$ cat src/rtl/mdio_pkg.sv
// Shared types for the MDIO arbiter: FSM states, frame layout and frame legality helpers.
package mdio_pkg;

    typedef enum logic [1:0] {
        S_IDLE,
        S_ISSUE,
        S_WAIT,
        S_RESP
    } arb_state_t;

    localparam logic [1:0] ST_START = 2'b01;
    localparam logic [1:0] OP_RD    = 2'b10;
    localparam logic [1:0] OP_WR    = 2'b01;

    // Packed MSB-first: st=[31:30] op=[29:28] phy=[27:23] reg=[22:18] ta=[17:16] data=[15:0]
    typedef struct packed {
        logic [1:0]  st;
        logic [1:0]  op;
        logic [4:0]  phy_addr;
        logic [4:0]  reg_addr;
        logic [1:0]  ta;
        logic [15:0] data;
    } mdio_frame_t;

    function automatic logic frame_legal(input mdio_frame_t f);
        return (f.st == ST_START) && ((f.op == OP_RD) || (f.op == OP_WR));
    endfunction

    function automatic logic frame_is_read(input mdio_frame_t f);
        return f.op == OP_RD;
    endfunction

endpackage

$ cat src/rtl/mdio_rr_pick.sv
// Two-way round-robin pick: a lone requester always wins, on a tie the one not granted last wins.
module mdio_rr_pick (
    input  logic valid0,
    input  logic valid1,
    input  logic last,
    output logic grant0,
    output logic grant1
);

    always_comb begin
        grant0 = valid0 && (!valid1 || last);
        grant1 = valid1 && (!valid0 || !last);
    end

endmodule

$ cat src/rtl/mdio_arbiter.sv
// Arbitrates two MDIO frame requesters onto one MDIO generator, one transaction at a time.
// Optional WAIT-state abort enabled by defining MDIO_ARB_TIMEOUT_EN.
module mdio_arbiter
    import mdio_pkg::*;
#(
    parameter int unsigned TIMEOUT_CYCLES = 4096
) (
    input  logic        clk,
    input  logic        rst,
    input  logic        req0_valid,
    input  logic [31:0] req0_data,
    output logic        req0_ready,
    input  logic        req1_valid,
    input  logic [31:0] req1_data,
    output logic        req1_ready,
    output logic        resp0_valid,
    output logic        resp1_valid,
    output logic [15:0] resp_data,
    output logic        resp_err,
    output logic        gen_start,
    output logic [31:0] gen_t_data,
    input  logic        gen_done,
    input  logic [15:0] gen_rd_data,
    output logic        busy
);

    arb_state_t  state_q, state_d;
    mdio_frame_t frame_q;
    logic        id_q;
    logic        last_q;
    logic [15:0] rdata_q;
    logic        err_q;
    logic        grant0, grant1;
    logic        legal;
    logic        timeout_hit;

    mdio_rr_pick u_pick (
        .valid0 (req0_valid),
        .valid1 (req1_valid),
        .last   (last_q),
        .grant0 (grant0),
        .grant1 (grant1)
    );

    assign legal = frame_legal(frame_q);

`ifdef MDIO_ARB_TIMEOUT_EN
    localparam int unsigned CNT_W = $clog2(TIMEOUT_CYCLES + 1);
    logic [CNT_W-1:0] wait_cnt;

    always_ff @(posedge clk) begin
        if (rst || state_q != S_WAIT)
            wait_cnt <= '0;
        else
            wait_cnt <= wait_cnt + 1'b1;
    end

    // Fires on the TIMEOUT_CYCLES-th WAIT cycle; a gen_done in that same cycle still wins.
    assign timeout_hit = (state_q == S_WAIT) && (wait_cnt == CNT_W'(TIMEOUT_CYCLES - 1));
`else
    assign timeout_hit = 1'b0;
`endif

    always_ff @(posedge clk) begin
        if (rst)
            state_q <= S_IDLE;
        else
            state_q <= state_d;
    end

    always_comb begin
        state_d = state_q;
        case (state_q)
            S_IDLE:  if (grant0 || grant1) state_d = S_ISSUE;
            S_ISSUE: state_d = legal ? S_WAIT : S_RESP;
            S_WAIT:  if (gen_done || timeout_hit) state_d = S_RESP;
            S_RESP:  state_d = S_IDLE;
            default: state_d = S_IDLE;
        endcase
    end

    always_ff @(posedge clk) begin
        if (rst) begin
            frame_q <= '0;
            id_q    <= 1'b0;
            last_q  <= 1'b1;
            rdata_q <= '0;
            err_q   <= 1'b0;
        end else begin
            case (state_q)
                S_IDLE: begin
                    if (grant0 || grant1) begin
                        frame_q <= grant1 ? req1_data : req0_data;
                        id_q    <= grant1;
                    end
                end
                S_ISSUE: begin
                    if (!legal) begin
                        rdata_q <= '0;
                        err_q   <= 1'b1;
                    end
                end
                S_WAIT: begin
                    if (gen_done) begin
                        rdata_q <= frame_is_read(frame_q) ? gen_rd_data : '0;
                        err_q   <= 1'b0;
                    end else if (timeout_hit) begin
                        rdata_q <= '0;
                        err_q   <= 1'b1;
                    end
                end
                S_RESP:  last_q <= id_q;
                default: ;
            endcase
        end
    end

    // Strobes are gated by rst so a reset mid-transaction never leaks a pulse.
    always_comb begin
        req0_ready  = 1'b0;
        req1_ready  = 1'b0;
        gen_start   = 1'b0;
        resp0_valid = 1'b0;
        resp1_valid = 1'b0;
        busy        = 1'b0;
        if (!rst) begin
            busy = (state_q != S_IDLE);
            case (state_q)
                S_IDLE: begin
                    req0_ready = grant0;
                    req1_ready = grant1;
                end
                S_ISSUE: gen_start = legal;
                S_RESP: begin
                    resp0_valid = !id_q;
                    resp1_valid = id_q;
                end
                default: ;
            endcase
        end
    end

    assign gen_t_data = frame_q;
    assign resp_data  = rdata_q;
    assign resp_err   = err_q;

endmodule

$ cat config.mk
export PLATFORM = sky130hd
export DESIGN_NAME = mdio_arbiter
export DESIGN_NICKNAME = d
export VERILOG_FILES = /design/src/rtl/mdio_pkg.sv /design/src/rtl/mdio_rr_pick.sv /design/src/rtl/mdio_arbiter.sv
export SDC_FILE = /design/constraint.sdc
export NUM_CORES = 1
export LEC_CHECK = 0
export CAP_MARGIN = 25
export CORE_MARGIN = 2
export CORE_UTILIZATION = 43
export CTS_BUF_LIST = sky130_fd_sc_hd__clkbuf_16
export CTS_CLUSTER_SIZE = 40
export DETAILED_ROUTE_END_ITERATION = 10
export HOLD_SLACK_MARGIN = 0.03
export MAX_ROUTING_LAYER = met4
export PLACE_DENSITY_LB_ADDON = 0.2
export SLEW_MARGIN = 20
export SYNTH_ARGS = -nofsm -noshare
export SYNTH_HDL_FRONTEND = slang
export SYNTH_HIERARCHICAL = 1
export SYNTH_SLANG_ARGS = --single-unit
export TNS_END_PERCENT = 100
$ cat constraint.sdc
create_clock -name clk -period 4.9 [get_ports clk]
set_input_delay 1.47 -clock clk [delete_from_list [all_inputs] [get_ports clk]]
set_output_delay 1.47 -clock clk [all_outputs]
set_load 0.02 [all_outputs]
==> summary.md, run 1 <==
| Metric | Value |
|---|---|
| Clock sinks | `53` |
| Post-synth top area cell | `dfxtp_1` |
| Crit Path Class | `in2out` |
| Worst Setup SP | `req0_valid` |
| Final Hold Vio Count | `0` |
| Die Span X | `82.9 um` |
| Starting Density | `between 40% and 50%` |
| Layout net count | `approximately 480` |
| First-pass GRT wire length | `11300 um` |
| GPL Wtd Cong | `0.799` |
| Pins Over Slew Limit | `0` |
| Cts repair resizes | `0` |
| Ys async rst share | `0%` |
| Worst slew pin tran | `0.776 ns` |
| Most used DFF post-synth | `dfxtp_1` |
| Smallest setup slack after layout | `around 0.27 ns` |
| Core ar. | `between 5000 and 6000 sq um` |
| Antenna diode count | `0` |
| GRT Overall Usage | `roughly 20%` |
| Post-Route WL | `roughly 6700 um` |
| Routed via count | `approximately 2300` |
| Final setup viols | `0` |
| Final ANT Viol Nets | `0` |
| Post-CTS Hold Buffers | `0` |
| Number of synthesized flops with an enable pin | `0` |
| Setup total negative slack | `0 ns` |
| Die area | `between 6000 and 7000 sq um` |
| Post-Place Worst Slack | `between 0.2 and 0.3 ns` |
| Syn Area/Cell | `roughly 10 sq um` |
| Maximum clock frequency | `216 MHz` |
| TritonCTS clock tree | `done` |
| Worst stage delay on the critical path | `~0.61 ns` |
| Worst r2r src | `last_q` |
| Yosys warning total | `6` |
| Cell area after layout | `4190 sq um` |
| Area grow syn2layout | `56.8%` |
| Seq. cell area | `around 1100 sq um` |
| Distinct cell type count after synthesis | `33` |
| MaxCap Viol Count | `0` |
| Total CTS buffers | `5` |
| Min-delay worst type | `reg2reg` |
| Slowest CP cell | `clkdlybuf4s50_1` |
| Crit share post-route | `between 90% and 100%` |
| H-tree lvl count | `2` |
| Top cells by area, synth | `dfxtp_1 (40%), mux2i_1 (18%), a211oi_2 (15%)` |
| Total grt overflow | `0` |
| Fill count | `approximately 480` |
| Syn Inst Count | `260` |
| Buffers on Ports | `139` |
| Sequential share of the synthesized area | `approximately two fifths` |
| Worst vdd ir | `~0.37 mV` |
| Drt pass-1 iters | `4` |
| Power Dens Cells | `approximately 460 nW/um^2` |
| Cells along the critical path | `clkdlybuf4s50_1 > a21boi_1 > and3b_1 > clkdlybuf4s50_1` |
| Root buf cell | `clkbuf_16` |
| Status | `finished, final reports clean` |
| Cell row count | `28` |
| Synth top area share | `approximately two fifths` |
| Chip Height | `roughly 83 um` |
| Worst Path Required | `3.43 ns` |
| Hold Crit Start | `resp_data[15]` |
| DRC Markers | `0` |
| Post-Syn Area | `2670 sq um` |
| Layout cells sized above 1 | `between 10 and 15%` |
| Vias in the first global route | `2321` |
| Clock latency on the worst-skew pair | `between 0.2 and 0.3 ns` |
| Leak pwr | `roughly 0.0015 uW` |
| Post-CTS setup buffers | `0` |
| Placed inst area | `just over 4000 sq um` |
| Via-to-Cell Ratio | `roughly 5.0` |
| Critical path launch point type | `primary input` |
| Routed wire per std cell | `between 10 and 15 um` |
| Clock buffer depth | `2` |
| Delay-heaviest family, CP | `buffers and inverters` |
| CP dominant cell by count | `clkdlybuf4s50_1` |
| DPL Wire Length | `~5000 um` |
| Initial antenna violation count | `0` |
| Worst-path fanout max | `4` |
| DR iter-0 viols | `53` |
| Slew HR | `48.2%` |
| Post-synth net total | `350` |
| Largest net degree at the start of global routing | `46` |
| Max Clock Skew | `between 0.006 and 0.007 ns` |
| Multi-input logic area | `between 1000 and 1500 sq um` |
| CP Data Arrival Time | `3.16 ns` |
| Critical path endpoint category | `output pin` |
| RSZ-0062 raised after global routing | `false` |
| Buf/Inv on CP | `2` |
| IO Count | `140` |
| Flops & latches, synth | `53` |
| CTS clock-pin slew for the worst setup and hold paths | `roughly 0.060 ns` |
| Minimum clock period after layout | `4.63 ns` |
[worst min-delay path: stages (launching register included)]
cell and delay, ns:
dfxtp_1 0.31, nand2b_1 0.06, mux2i_1 0.06
[synth_stat cells, drive strengths merged (2+ instances only)]
| master | instances |
|---|---|
| a211oi | 32 |
| a21boi | 2 |
| a21oi | 2 |
| and3b | 4 |
| buf | 20 |
| clkbuf | 2 |
| dfxtp | 53 |
| ha | 5 |
| inv | 5 |
| mux2i | 48 |
| nand2 | 18 |
| nand2b | 17 |
| nor2 | 36 |
| or3b | 2 |
[power by group]
group	internal [uW]	total, uW	switching, uW
registers	544	609	64.9
clock network	183	322	139
logic	481	1010	524
[through the flow]
step | util (%) | std cells | power [uW] | hold WS [ns]
4_1_cts | 70.4 | 463 | 1960 | 0.481
3_3_place_gp | 68.2 | 456 | 1610 | 0.456
2_1_floorplan | - | 260 | 1310 | 0.476
5_1_grt | 70.4 | 463 | 2070 | 0.499
6_report | 70.4 | 463 | 1940 | 0.476
3_5_place_dp | 68.2 | 456 | 1630 | 0.466
[cell families after synthesis]
kind of cell,after synthesis,share of synthesized area [%]
muxes,48,18.0
adders and majority gates,5,2.34
AOI/OAI and AO/OA,44,18.5
DFF,53,39.7
buffers and inverters,27,6.32
and+or+nand+nor,83,15.2
[cells in the final DEF, fill, tap and decap left out, drive strengths merged, types with 4 or more instances in the layout]
| cell | n |
|---|---|
| nand2b | 17 |
| inv | 6 |
| clkdlybuf4s50 | 138 |
| dfxtp | 53 |
| and3b | 4 |
| a211oi | 32 |
| mux2i | 48 |
| buf | 5 |
| ha | 5 |
| nand2 | 18 |
| nor2 | 36 |
| clkbuf | 5 |
[area by class of cell]
cell class,instances,area share [%]
well taps,75,2.24
clock buffers,5,2.99
repair buffers,143,34.1
inverters,5,0.448
clock inverters,2,0.179
multi-input cells,180,34.7
flip-flops and latches,53,25.3
[sequential cells by signal (all words and copies together), names as in the netlist]
signal,flops
last_q,1
resp_data,16
gen_t_data,32
resp_err,1
id_q,1
state_q,2
[per-layer routing]
| layer | track usage, % | vias up | wire, um |
|---|---|---|---|
| li1 | - | 1160 | - |
| met1 | 25.4 | 1067 | 2960 |
| met2 | 32.8 | 76 | 3250 |
| met3 | 4.67 | 8 | 381 |
| met4 | 4.92 | 0 | 81 |
| met5 | - | - | 0 |
[path summary, 6_finish.rpt]
check | endpoint | slack, ns | cells past startpoint
worst max-delay path | req0_ready | 0.27 | 4
worst min-delay path | resp_data[15] | 0.48 | 2
worst max register to register | gen_t_data[14] | 2.69 | 6
worst min register to register | resp_data[15] | 0.48 | 2
Power figures use the tool's default switching activity.
==> inputs of run 2 (changes only) <==
--- a/config.mk
+++ b/config.mk
@@ -12,7 +12,6 @@
 export CTS_CLUSTER_SIZE = 40
 export DETAILED_ROUTE_END_ITERATION = 10
 export HOLD_SLACK_MARGIN = 0.03
-export MAX_ROUTING_LAYER = met4
 export PLACE_DENSITY_LB_ADDON = 0.2
 export SLEW_MARGIN = 20
 export SYNTH_ARGS = -nofsm -noshare
==> summary.md, run 2 (synthesis gave the netlist of run 1 again) <==
| Metric | Value |
|---|---|
| Setup total negative slack | `0 ns (unchanged)` |
| Post-Route WL | `6670 um (was 6680 um)` |
| Pins Over Slew Limit | `0 (unchanged)` |
| Max FFs per register | `32 (unchanged)` |
| First-pass GRT wire length | `11300 um (about the same)` |
| Min-delay worst type | `reg2reg (unchanged)` |
| Worst-path fanout max | `4 (unchanged)` |
| Routed wire per std cell | `14.4 um (about the same)` |
| Initial antenna violation count | `0 (unchanged)` |
| Worst slew pin tran | `0.776 ns (about the same)` |
| Maximum clock frequency | `216 MHz (about the same)` |
| Most frequent cells in the layout | `clkdlybuf4s50_1 (138), dfxtp_1 (53), mux2i_1 (48) (unchanged)` |
| Worst r2r src | `last_q (unchanged)` |
| Post-CTS setup buffers | `0 (unchanged)` |
| Root buf cell | `clkbuf_16 (unchanged)` |
| Buffers on Ports | `139 (unchanged)` |
| Reg2Reg Depth | `6 (unchanged)` |
| Layout cells sized above 1 | `12.1% (unchanged)` |
| Critical path launch point type | `primary input (unchanged)` |
| Via-to-Cell Ratio | `5.00 (was 4.99)` |
| GRT Overall Usage | `19.6% (was 20.1%)` |
| RSZ-0062 raised after global routing | `false (unchanged)` |
| Multi-input logic area | `1460 sq um (unchanged)` |
| Placed inst area | `4060 sq um (unchanged)` |
| Die area | `6860 sq um (unchanged)` |
| Worst vdd ir | `0.373 mV (was 0.374 mV)` |
| Worst Hold End | `resp_data[15] (unchanged)` |
| CP Data Arrival Time | `3.16 ns (about the same)` |
| Clock buffer depth | `2 (unchanged)` |
| Cell row count | `28 (unchanged)` |
| Post-CTS Hold Buffers | `0 (unchanged)` |
| Drt pass-1 iters | `4 (unchanged)` |
| Post-route insts no fill | `463 (unchanged)` |
| Worst Path Required | `3.43 ns (about the same)` |
| Worst stage delay on the critical path | `0.61 ns (about the same)` |
| H-tree lvl count | `2 (unchanged)` |
| Final setup viols | `0 (unchanged)` |
| GPL Wtd Cong | `0.788 (was 0.799)` |
| Inst Count DP | `456 (unchanged)` |
| Vias in the first global route | `2319 (was 2321)` |
| Total CTS buffers | `5 (unchanged)` |
| Chip Height | `82.9 um (unchanged)` |
| DR iter-0 viols | `51 (was 53)` |
| Clock latency on the worst-skew pair | `0.28 ns (about the same)` |
| Die Span X | `82.9 um (unchanged)` |
| Status | `finished, final reports clean (unchanged)` |
| Core ar. | `5960 sq um (unchanged)` |
| Final Hold Vio Count | `0 (unchanged)` |
| Critical path endpoint category | `output pin (unchanged)` |
| Slowest CP cell | `clkdlybuf4s50_1 (unchanged)` |
| Fill count | `475 (unchanged)` |
| Area grow syn2layout | `56.8% (unchanged)` |
| Slew HR | `48.3% (was 48.2%)` |
| Minimum clock period after layout | `4.63 ns (about the same)` |
| CTS clock-pin slew for the worst setup and hold paths | `0.06 ns (about the same)` |
| Starting Density | `44.9% (unchanged)` |
| Layout net count | `478 (unchanged)` |
| Cts repair resizes | `0 (unchanged)` |
| R2R Path End | `gen_t_data[14] (unchanged)` |
| DPL Wire Length | `5010 um (unchanged)` |
| Clock sinks | `53 (unchanged)` |
| Worst Setup SP | `req0_valid (unchanged)` |
| Final ANT Viol Nets | `0 (unchanged)` |
| Max Clock Skew | `0.00561 ns (was 0.00651 ns)` |
| TritonCTS clock tree | `done (unchanged)` |
| Total grt overflow | `0 (unchanged)` |
| Antenna diode count | `0 (unchanged)` |
| IO Count | `140 (unchanged)` |
| Seq. cell area | `1060 sq um (unchanged)` |
| Largest net degree at the start of global routing | `46 (unchanged)` |
| Power Dens Cells | `462 nW/um^2 (about the same)` |
| Crit Path Class | `in2out (unchanged)` |
| Cell area after layout | `4190 sq um (unchanged)` |
| Reg-to-reg slack, setup | `2.69 ns (about the same)` |
| CP dominant cell by count | `clkdlybuf4s50_1 (unchanged)` |
| Most common cell after layout, fill and taps aside | `clkdlybuf4s50_1 (unchanged)` |
| Hold Path Cell Cnt | `2 (unchanged)` |
| Routed via count | `2313 (was 2311)` |
| MaxCap Viol Count | `0 (unchanged)` |
| Cells along the critical path | `clkdlybuf4s50_1 > a21boi_1 > and3b_1 > clkdlybuf4s50_1 (unchanged)` |
| Hold Crit Start | `resp_data[15] (unchanged)` |
| DRC Markers | `0 (unchanged)` |
| Leak pwr | `0.00154 uW (unchanged)` |
| Crit share post-route | `94.5% (about the same)` |
run 2: cell counts in the layout (fill, tap and decap cells not counted):
Identical to the previous run, type by type.
run 2: critical path: cells and delay by family:
kind                   cells  cell delay [ns]
AOI/OAI and AO/OA          1             0.34
and+or+nand+nor            1             0.22
buffers and inverters      2             1.14
run 2: metal layers:
metal	wire length, um	vias up	track usage, %
li1	-	1160	-
met1	2910	1067	25.2
met2	3260	78	32.8
met3	418	8	5.07
met4	79	0	4.92
met5	0	-	0
run 2: area by class of cell:
class | instances | area share, %
clock buffers | 5 | 2.99
clock inverters | 2 | 0.179
inverters | 5 | 0.448
multi-input cells | 180 | 34.7
flip-flops and latches | 53 | 25.3
well taps | 75 | 2.24
repair buffers | 143 | 34.1
run 2: worst max-delay path by stage:
stage | end | slack (ns) | cells after the start
after floorplan | req1_ready | 1.06 | 4
after global placement | req0_ready | 0.31 | 4
after detailed placement | req0_ready | 0.30 | 4
after CTS | req0_ready | 0.27 | 4
after global routing | req0_ready | 0.19 | 4
final | req0_ready | 0.27 | 4
run 2: where the power goes:
group	switching, uW	internal [uW]	leakage [uW]
registers	64.8	544	0.000436
clock network	139	183	0.0000685
logic	523	481	0.00104
run 2: per-stage QoR:
stage | hold slack (ns) | total power (uW) | utilization, % | setup WS, ns
after floorplan | 0.476 | 1310 | - | 1.06
after global placement | 0.456 | 1610 | 68.2 | 0.307
after detailed placement | 0.466 | 1630 | 68.2 | 0.299
after CTS | 0.481 | 1960 | 70.4 | 0.270
after global routing | 0.499 | 2070 | 70.4 | 0.190
final | 0.476 | 1940 | 70.4 | 0.270
==> patch: new RTL, config.mk and constraints of run 2 <==
The option `MDIO_ARB_TIMEOUT_EN` is turned on by a define.
--- a/src/rtl/mdio_arbiter.sv
+++ b/src/rtl/mdio_arbiter.sv
@@ -2,2 +2,4 @@
 // Optional WAIT-state abort enabled by defining MDIO_ARB_TIMEOUT_EN.
+`define MDIO_ARB_TIMEOUT_EN
+
 module mdio_arbiter
Formal check against the unedited RTL: same outputs for any inputs over 10 cycles, from zero or initial values and one cycle with rst high; that may be too few to reach the edited logic, so the function may still have changed.
==> patch against run 2 <==
Via count is 13% higher. Highest routed layer unchanged. Synthesized cell count up 9.6%. Total power rose by 15%. Count of clock-buffer cells in the layout rose by 4. Synthesized area up 7.0%. Sequential cell count is 13 higher. Cell area grew 9.7%. Sequential power rose by 19%. Largest cell class unchanged. Wire length rose by 8.0%. Setup slack improved by 0.11 ns.
==> patch: results (changes against run 2) <==
stage;metric;value;unit;change
synthesis;ys_seq_area_share;46.2;%;was 39.7%
place;dp_cells;484;;was 456
synthesis;synth-adder-area-share;2.62;%;was 2.34%
place;gp_congestion;0.755;;was 0.788
global_routing;grt_start_max_net_pins;65;;was 46
setup_path;r2r_cells;7;;was 6
drt;wl_met1;3.03;mm;was 2.91 mm
place;placed_cell_area;0.00430;sq mm;was 0.00406 sq mm
synthesis;synth_compound_gate_area_share;18.2;%;was 18.5%
synthesis;syn-num-nets;376;;was 350
pwr;swShare;34.6;%;was 37.6%
outcome;status;completed;;unchanged
clock_network;cts_buffers;9;;was 5
clock_network;clock_latency;0.33;ns;was 0.28 ns
min_path;whs_path_depth;1;;was 2
synthesis;synth_common_cells;dfxtp_1, nor2_1, a211oi_1;;was dfxtp_1, mux2i_1, nor2_1
global_routing;grt_first_pass_wirelength;11.8;mm;was 11.3 mm
drt;drt_iter0_markers;66;;was 51
global_routing;grt_use_met1;24.8;%;was 25.2%
synthesis;ys_types;44;;was 33
synthesis;yosys.area_share.xor_xnor;3.06;%;was 0%
global_routing;grt_pass1_vias;2468;;was 2319
drt;met2_length;3.39;mm;was 3.26 mm
synthesis;yosys-top-cells-area;dfxtp_1, mux2i_1, a211oi_1;;was dfxtp_1, mux2i_1, a211oi_2
clock_network;h-tree-depth;3;;was 2
drt;drt_wl_total;7.20;mm;was 6.67 mm
finish;instances_no_fill;501;;was 463
finish;finalNetCount;510;;was 478
patch: changes by cell type after synthesis, moves of 4 or more:
cell and change:
buf_1 +6, mux2i_1 -16, nand2_1 -14, nor2_1 +12
nor3_1 +4, buf_2 -4, buf_4 -7, nand2b_1 -16
a211oi_2 -32, a22o_1 +16, clkbuf_1 +6, a211oi_1 +33
xnor2_1 +7, dfxtp_1 +13
patch: area by class of cell:
class,count,share of cell area (%)
multi-input cells,192,31.4
repair buffers,143,30.8
flip-flops and latches,66,28.7
clock buffers,9,4.90
well taps,77,2.09
clock inverters,7,1.52
inverters,7,0.571
patch: logic make-up (layout without fill, tap and decap cells):
| group | after synthesis | in the layout |
|---|---|---|
| simple gates | 81 | 81 |
| flops | 66 | 66 |
| compound gates | 63 | 63 |
| mux | 32 | 32 |
| buf+inv | 27 | 166 |
| xor+xnor | 10 | 10 |
| fa+ha+maj | 6 | 6 |
patch: worst register-to-register path, stage by stage (launching register included):
cell and delay, ns:
dfxtp_1 0.35, a21boi_4 0.14, buf_4 0.48, nor2_1 0.20, nor2b_4 0.13, buf_4 0.49, nor2_1 0.12, a211oi_1 0.25
patch: path summary, 6_finish.rpt:
path	from	slack [ns]	to
setup / recovery	req0_valid	0.38	req0_ready
hold / removal	wait_cnt[0]	0.47	wait_cnt[0]
setup reg to reg	last_q	2.65	gen_t_data[25]
hold reg to reg	wait_cnt[0]	0.47	wait_cnt[0]
patch: stage by stage:
| stage | power, mW | setup slack (ns) |
|---|---|---|
| floorplan | 1.24 | 0.734 |
| global placement | 1.58 | 0.434 |
| detailed placement | 1.60 | 0.389 |
| CTS | 2.24 | 0.386 |
| global route | 2.34 | 0.336 |
| finish | 2.22 | 0.382 |
